$ cat src/rtl/seg_share_ctrl.sv
// Two-requester, round-robin write controller for an 8-digit seven-segment bank.
// Digit state feeds a hex decoder and blink gate into registered active-low outputs.
module seg_share_ctrl #(
    parameter int BLINK_DIV   = 25000000,
    parameter bit RESET_BLANK = 1'b1
) (
    input  logic       clk,
    input  logic       rst,
    input  logic       clr,
    input  logic       a_valid,
    output logic       a_ready,
    input  logic [2:0] a_idx,
    input  logic [3:0] a_val,
    input  logic       a_dp,
    input  logic       a_blank,
    input  logic       a_blink,
    input  logic       b_valid,
    output logic       b_ready,
    input  logic [2:0] b_idx,
    input  logic [3:0] b_val,
    input  logic       b_dp,
    input  logic       b_blank,
    input  logic       b_blink,
    output logic [7:0] o_seg0,
    output logic [7:0] o_seg1,
    output logic [7:0] o_seg2,
    output logic [7:0] o_seg3,
    output logic [7:0] o_seg4,
    output logic [7:0] o_seg5,
    output logic [7:0] o_seg6,
    output logic [7:0] o_seg7
);

    localparam int            CW       = $clog2(BLINK_DIV);
    localparam logic [CW-1:0] CNT_LAST = CW'(BLINK_DIV - 1);
    localparam logic          PTR_A    = 1'b0;
    localparam logic          PTR_B    = 1'b1;
    localparam logic [7:0]    SEG_RST  = RESET_BLANK ? 8'hFF : 8'h03;

    logic [7:0][3:0] val_q, val_d;
    logic [7:0]      dp_q, dp_d;
    logic [7:0]      blank_q, blank_d;
    logic [7:0]      blink_q, blink_d;
    logic            ptr_q, ptr_d;
    logic [CW-1:0]   cnt_q, cnt_d;
    logic            phase_q, phase_d;
    logic [7:0][7:0] seg_q, seg_d;

    // Active-high a..g in bits 7..1; bit 0 (dp) is left clear.
    function automatic logic [7:0] hex7(input logic [3:0] v);
        case (v)
            4'h0: hex7 = 8'hFC;  4'h1: hex7 = 8'h60;
            4'h2: hex7 = 8'hDA;  4'h3: hex7 = 8'hF2;
            4'h4: hex7 = 8'h66;  4'h5: hex7 = 8'hB6;
            4'h6: hex7 = 8'hBE;  4'h7: hex7 = 8'hE0;
            4'h8: hex7 = 8'hFE;  4'h9: hex7 = 8'hF6;
            4'hA: hex7 = 8'hEE;  4'hB: hex7 = 8'h3E;
            4'hC: hex7 = 8'h9C;  4'hD: hex7 = 8'h7A;
            4'hE: hex7 = 8'h9E;  default: hex7 = 8'h8E;
        endcase
    endfunction

    // A lone requester always wins; on contention the pointer decides.
    assign a_ready = !clr && a_valid && (!b_valid || ptr_q == PTR_A);
    assign b_ready = !clr && b_valid && (!a_valid || ptr_q == PTR_B);

    always_comb begin
        // NOTE: every always_comb output gets a default first, so no path can infer a latch.
        val_d   = val_q;
        dp_d    = dp_q;
        blank_d = blank_q;
        blink_d = blink_q;
        ptr_d   = ptr_q;
        if (clr) begin
            val_d   = '0;
            dp_d    = '0;
            blank_d = '1;
            blink_d = '0;
        end else if (a_ready) begin
            val_d[a_idx]   = a_val;
            dp_d[a_idx]    = a_dp;
            blank_d[a_idx] = a_blank;
            blink_d[a_idx] = a_blink;
            ptr_d          = PTR_B;
        end else if (b_ready) begin
            val_d[b_idx]   = b_val;
            dp_d[b_idx]    = b_dp;
            blank_d[b_idx] = b_blank;
            blink_d[b_idx] = b_blink;
            ptr_d          = PTR_A;
        end
    end

    always_comb begin
        logic [7:0] pat;
        pat     = '0;
        cnt_d   = (cnt_q == CNT_LAST) ? '0 : cnt_q + 1'b1;
        phase_d = phase_q ^ (cnt_q == CNT_LAST);
        for (int i = 0; i < 8; i++) begin
            pat = blank_q[i] ? 8'h00 : (hex7(val_q[i]) | {7'b0, dp_q[i]});
            if (blink_q[i] && !phase_q) pat = 8'h00;
            seg_d[i] = ~pat;
        end
    end

    // NOTE: sequential state uses non-blocking assignments only; the digit file is
    // eight flops wide, so it is reset like any other register rather than as a RAM.
    always_ff @(posedge clk or negedge rst) begin
        if (!rst) begin
            val_q   <= '0;
            dp_q    <= '0;
            blank_q <= {8{RESET_BLANK}};
            blink_q <= '0;
            ptr_q   <= PTR_A;
            cnt_q   <= '0;
            phase_q <= 1'b1;
            seg_q   <= {8{SEG_RST}};
        end else begin
            val_q   <= val_d;
            dp_q    <= dp_d;
            blank_q <= blank_d;
            blink_q <= blink_d;
            ptr_q   <= ptr_d;
            cnt_q   <= cnt_d;
            phase_q <= phase_d;
            seg_q   <= seg_d;
        end
    end

    assign o_seg0 = seg_q[0];
    assign o_seg1 = seg_q[1];
    assign o_seg2 = seg_q[2];
    assign o_seg3 = seg_q[3];
    assign o_seg4 = seg_q[4];
    assign o_seg5 = seg_q[5];
    assign o_seg6 = seg_q[6];
    assign o_seg7 = seg_q[7];

endmodule
$ cat config.mk
export PLATFORM = sky130hd
export DESIGN_NAME = seg_share_ctrl
export DESIGN_NICKNAME = d
export VERILOG_FILES = /design/src/rtl/seg_share_ctrl.sv
export SDC_FILE = /design/constraint.sdc
export NUM_CORES = 1
export LEC_CHECK = 0
export BUFFER_PORTS_ARGS = -buffer_cell sky130_fd_sc_hd__buf_2
export CORE_MARGIN = 4
export CORE_UTILIZATION = 40
export CTS_BUF_LIST = sky130_fd_sc_hd__clkbuf_4 sky130_fd_sc_hd__clkbuf_8
export DETAILED_ROUTE_END_ITERATION = 7
export RECOVER_POWER = 50
export SLEW_MARGIN = 5
export SYNTH_ARGS = -nofsm -noshare
export SYNTH_HDL_FRONTEND = slang
export SYNTH_SLANG_ARGS = --single-unit
$ cat constraint.sdc
create_clock -name clk -period 3.2 [get_ports clk]
set_clock_uncertainty 0.05 [all_clocks]
set_input_delay 0.32 -clock clk [delete_from_list [all_inputs] [get_ports clk]]
set_output_delay 0.32 -clock clk [all_outputs]
set_load 0.03 [all_outputs]
-- Word level (Yosys, flattened, before mapping)
Memories as Yosys holds them, arrays and structs flattened.
Index checks and enable logic that the tools add are counted.
- add/sub/neg operators: 1
- magnitude comparators: 4
- eq/ne operators: 1
- mux-type cells: 47
- bitwise gates (word level): 19
- reduce and logical (&&, ||, !) cells: 23
- operators by type and width (operator ; number):
    $mux W8 ; 25
    $mux W32 ; 3
    $bwmux W32 ; 2
    $not A8 Y8 ; 8
    $or A8 B1 Y8 ; 8
    $bwmux W8 ; 6
    $add A25 B1 Y25 const B ; 1
    $eq A25 B25 Y1 const B ; 1
    $mux W25 ; 1
    $demux W4 S3 ; 2
    $logic_and A1 B1 Y1 ; 14
    $lt A3 B4 Y1 const B ; 2
    $mux W4 ; 2
    $demux W1 S3 ; 2
    $ge A3 B1 Y1 const B ; 2
    $logic_not A1 Y1 ; 4
    $mux W1 ; 4
    $reduce_bool A3 Y1 ; 1
    $logic_or A1 B1 Y1 ; 2
    $not A1 Y1 ; 2
    $reduce_and A2 Y1 ; 1
    $reduce_bool A2 Y1 ; 1
    $xor A1 B1 Y1 ; 1
- register bits after elaboration: 147
- ROM bits: 896
- input bits: 25
- memories kept: 8
- memories (name ; depth ; width ; rd ports ; clocked after Yosys merged registers in ; write ports ; RTL line ; source):
    (no name shown) ; 16 ; 7 ; 1 ; 0 ; 0 ; 51 ; case (v)
    (no name shown) ; 16 ; 7 ; 1 ; 0 ; 0 ; 51 ;
    (no name shown) ; 16 ; 7 ; 1 ; 0 ; 0 ; 51 ;
    (no name shown) ; 16 ; 7 ; 1 ; 0 ; 0 ; 51 ;
    (no name shown) ; 16 ; 7 ; 1 ; 0 ; 0 ; 51 ;
    (no name shown) ; 16 ; 7 ; 1 ; 0 ; 0 ; 51 ;
    +2 memories ; - ; - ; - ; - ; - ; - ;

-- Depth between registers and ports, before layout
- depth in word-level cells: 8
- depth in mapped cells: 7
- mapped depth without buffers: 6

-- Worst setup path before layout
No wires, ideal clock.
- path type: flip-flop to flip-flop
- start point: register ptr_q
- end point: register blink_q[0]
- setup time: 125 ps
- arrival: 1909 ps
- slack: 1116 ps
- cell stages (with the launch flop): 7
- path buffers: 2
- period minus slack after synthesis: 2084 ps
- path through: dfrtp_1 and2_1 buf_2 nor2_2 o311a_1 buf_2 mux2_2
- cells in the longest elaborated chain, start to end: 5
- elaborated cells between the ends (all ways): 8
- those cells by class: mux (2); bitwise (1); reduce/logical (5)
- RTL lines (element ; RTL line ; source):
    start, declared ; 44 ; logic ptr_q, ptr_d;
    start signal, assigned ; 123 ; ptr_q <= ptr_d;
    $not A1 Y1 * ; 64 ; assign a_ready = !clr && a_valid && (!b_valid || ptr_q == PTR_A);
    $logic_or A1 B1 Y1 * ; 64 ;
    $logic_and A1 B1 Y1 * ; 64 ;
    named net a_ready ; 11 ; output logic a_ready,
    $mux W8 ; 79 ; end else if (a_ready) begin
    $mux W8 ; 74 ; if (clr) begin
    end signal, assigned ; 122 ; blink_q <= blink_d;
    end, declared ; 43 ; logic [7:0] blink_q, blink_d;
Mark *: on every way through the listed nets, which the timed path passes. The rest lies on a longest branch.
A chain may end at the register's enable or synchronous reset.

-- Worst setup path in the final report
- start point: register ptr_q
- end point: register val_q[5] (netlist bit)
- cells in the longest elaborated chain, start to end: 5
- elaborated cells between the ends (all ways): 8
- those cells by class: mux (2); bitwise (1); reduce/logical (5)
- RTL lines (element ; RTL line ; source):
    $not A1 Y1 ; 64 ;
    $logic_or A1 B1 Y1 ; 64 ;
    $logic_and A1 B1 Y1 ; 64 ;
    $mux W32 ; 79 ;
    $mux W32 ; 74 ;
    end signal, assigned ; 119 ; val_q <= val_d;
    end, declared ; 40 ; logic [7:0][3:0] val_q, val_d;
Several ways; a longest one is shown, not always the timed one.

==> impl_metrics.py <==
metrics = {
    "outcome": {
        "outcome": "complete, but fails checks",
        "violations": "max-capacitance violations, max-slew violations",
    },
    "sta": {
        "relSlewSlack_pct": -16.3,
        "worst_pin_slew_ns": 1.74,
        "whs_ns": 0.173,
        "hold_viol_final": 0,
        "fin_crit_sh_pct": 77.9,
        "finalSetupTns_ns": 0,
        "fmax_mhz": 401,
        "setup_violations": 0,
        "rsz0062_at_grt": "no",
        "setup_ws_ns": 0.706,
        "drv_slew": 107,
        "period_minus_slack_ns": 2.49,
    },
    "layout": {
        "nets": 1022,
        "area_delta_synth_final_pct": 11.5,
        "post-route-util_pct": 45.3,
        "diodes": 0,
        "fin_area_mm2": 0.00989,
        "drive_above_1_share_pct": 28.2,
        "multiInputGateArea_mm2": 0.00465,
        "fillCellCount": 2122,
        "regArea_mm2": 0.00377,
    },
    "cts": {
        "cts.path.max_buffers": 2,
        "cts_buffers": 17,
        "clk_pin_slew_ns": 0.09,
        "cts_root_buf": "clkbuf_8",
        "clkLatencyLatePin_ns": 0.47,
        "cts_tree": "yes",
        "cts_num_sinks": 147,
        "cts_max_level": 4,
    },
    "yosys": {
        "ys_seq_area_share_pct": 42.5,
        "synthDistinctLibCells": 52,
        "synth_warnings": 0,
        "synth_edf_count": 0,
        "synth_top_area_cell": "dfstp_2",
        "synth_nets": 969,
        "synth_top_cell_area_share_pct": 21.6,
        "netlist_area_mm2": 0.00887,
        "synthArstFlopShare_pct": 100,
        "ys.flop_type": "dfrtp_1",
        "ys_seq_elements": 147,
        "synth.avg_cell_area_um2": 9.91,
        "synthTopCellsByArea": "dfstp_2 22%, dfrtp_1 21%, mux2_2 8.3%",
        "synthesis.instances": 895,
    },
    "worst_setup_path": {
        "r2r_start": "ptr_q",
        "critical_path_arrival_ns": 2.79,
        "required_ns": 3.49,
        "path_max_fanout": 25,
        "r2r-end": "val_q[5]",
        "crit_type": "flip-flop to flip-flop",
        "r2r_slack_ns": 0.71,
        "startpoint_type": "flip-flop",
        "r2r_cells": 4,
        "worstSetupEndpointType": "flip-flop",
        "crit_start": "ptr_q",
    },
    "global_route": {
        "antenna_found_initial": 0,
        "grt_overflow": 0,
        "grt_max_degree": 74,
        "grt_usage_pct": 18.3,
        "first_global_vias": 6875,
        "grt_pass1_wl_um": 36400,
    },
    "die": {
        "placementRows": 54,
        "die_area_mm2": 0.0246,
        "die_h_um": 157,
        "io_pins": 91,
        "die_w_um": 157,
        "initial_utilization_pct": 40.6,
        "core_region_area_mm2": 0.0218,
    },
    "placed_design": {
        "gp_congestion": 0.852,
        "place_area_mm2": 0.00953,
        "port_buffers": 90,
        "pre_cts_ws_ns": 0.736,
        "dp_hpwl_um": 14800,
    },
    "routing": {
        "routed_wl_um": 21700,
        "drtAntennaViolNets": 0,
        "routedWlPerCell_um": 17.5,
        "vias": 7016,
        "viasPerCell": 5.65,
        "drtPass1Iterations": 6,
        "drtIter0Drc": 533,
        "drc": 0,
    },
    "hold_path": {
        "hold_path.class": "input pin to flip-flop",
        "hold_path_end": "ptr_q",
        "hold_path_depth": 4,
        "hp-start": "b_valid",
    },
    "power_and_ir_drop": {
        "powerDensity_mw_per_mm2": 475,
        "p_leak_nw": 3.82,
        "vdd_ir_drop_max_mv": 0.221,
    },
    "flow_run": {
        "drv_cap": 2,
    },
}
[cell usage after synthesis, types with 8 or more instances]
master	count
or3_1	14
dfrtp_1	74
nand2_1	56
xnor2_1	8
mux2_2	65
xor2_1	9
and2_1	11
a221o_1	8
nor2_1	23
o211ai_1	40
o2111ai_1	24
clkbuf_1	61
o21ai_0	35
ha_1	49
inv_1	38
a21oi_1	72
nor2b_1	44
dfstp_2	73
nand2b_1	13
o311ai_0	30
nand3_1	24
nand4_1	49
[how the worst max path moves through the flow]
stage	depth (start not counted)	slack (ns)	end
floorplan	6	1.12	blink_q[0]
global placement	5	0.76	blink_q[1]
detailed placement	5	0.74	dp_q[4]
CTS	4	0.75	dp_q[4]
global route	3	0.30	cnt_q[5]
finish	4	0.71	val_q[5]
[sequential cells by signal, summed over array words and instances (netlist names)]
name,cells
dp_q,8
o_seg6,8
phase_q,1
o_seg1,8
o_seg5,8
val_q,32
o_seg3,8
blink_q,8
o_seg7,8
cnt_q,25
o_seg0,8
blank_q,8
o_seg2,8
ptr_q,1
o_seg4,8
[report_power, final]
part | total, mW | internal [mW] | switching, mW | leakage (nW)
Combinational | 1.00 | 0.282 | 0.720 | 1.87
Clock | 1.48 | 0.707 | 0.774 | 0.174
Sequential | 2.21 | 2.13 | 0.0818 | 1.78
Total | 4.70 | 3.12 | 1.58 | 3.82
[layer usage]
metal,vias up,global-route usage [%],share of wire (%)
met1,3390,25.5,46
met3,20,3.88,5.1
met2,183,29.0,48
met4,0,4.71,1.2
met5,-,0,0
li1,3423,-,-
[cell families (layout without fill, tap and decap cells)]
logic type | Yosys count | after routing | synth area share [%]
and+or+nand+nor | 262 | 262 | 16.6
AOI/OAI and AO/OA | 241 | 241 | 19.0
DFF | 147 | 147 | 42.5
buffers and inverters | 114 | 180 | 5.13
muxes | 65 | 65 | 8.25
adders and majority gates | 49 | 49 | 6.91
xor gates and xnor gates | 17 | 17 | 1.68
[what timing repair did]
action / CTS / global route
resized for setup: 0 / 0
hold buffers: 1 / 0
endpoints found under the hold margin: 18 / 0
endpoints found under the setup margin: 0 / 0
setup buffers: 0 / 0
[area by class of cell]
type / instances / area share [%]
Multi-Input combinational cell: 634 / 47.0
Sequential cell: 147 / 38.1
Timing Repair Buffer: 109 / 5.82
Tap cell: 280 / 3.54
Clock buffer: 18 / 2.44
Clock inverter: 14 / 1.57
Inverter: 39 / 1.48
[through the flow]
step                power [mW]  cells
detailed placement        3.27   1208
global route              4.95   1241
CTS                       4.77   1241
finish                    4.70   1241
floorplan                 2.95    895
global placement          3.27   1208
[layout by cell type, fill, tap and decap left out, types with 3 or more instances in the layout]
| cell | count |
|---|---|
| and4_1 | 3 |
| o31ai_1 | 7 |
| xor2_1 | 9 |
| nor3_1 | 4 |
| xnor2_1 | 8 |
| a221o_1 | 8 |
| buf_4 | 15 |
| dfrtp_1 | 74 |
| nand2_1 | 56 |
| ha_1 | 49 |
| or3_1 | 14 |
| a221oi_1 | 7 |
| buf_2 | 63 |
| mux2_2 | 65 |
| a21o_1 | 3 |
| inv_6 | 3 |
| o21ai_0 | 35 |
| clkbuf_1 | 27 |
| nand3_1 | 24 |
| nand4_1 | 49 |
| o211ai_1 | 40 |
| nor4_1 | 5 |
| or4_1 | 3 |
| nand2b_1 | 12 |
| and2_1 | 11 |
| o311ai_0 | 30 |
| dfstp_2 | 73 |
| a21oi_1 | 72 |
| a211oi_2 | 6 |
| o2111ai_1 | 24 |
| inv_1 | 38 |
| clkinvlp_4 | 8 |
| clkbuf_8 | 17 |
| nor2b_1 | 43 |
| nor2_1 | 23 |
[worst max-delay path, cell delays in order, from the launching register on]
cell	delay (ns)
dfrtp_1	0.42
nand2_1	0.68
a221oi_1	0.23
a211oi_2	0.58
mux2_2	0.40
(Power assumes the default switching activity.)
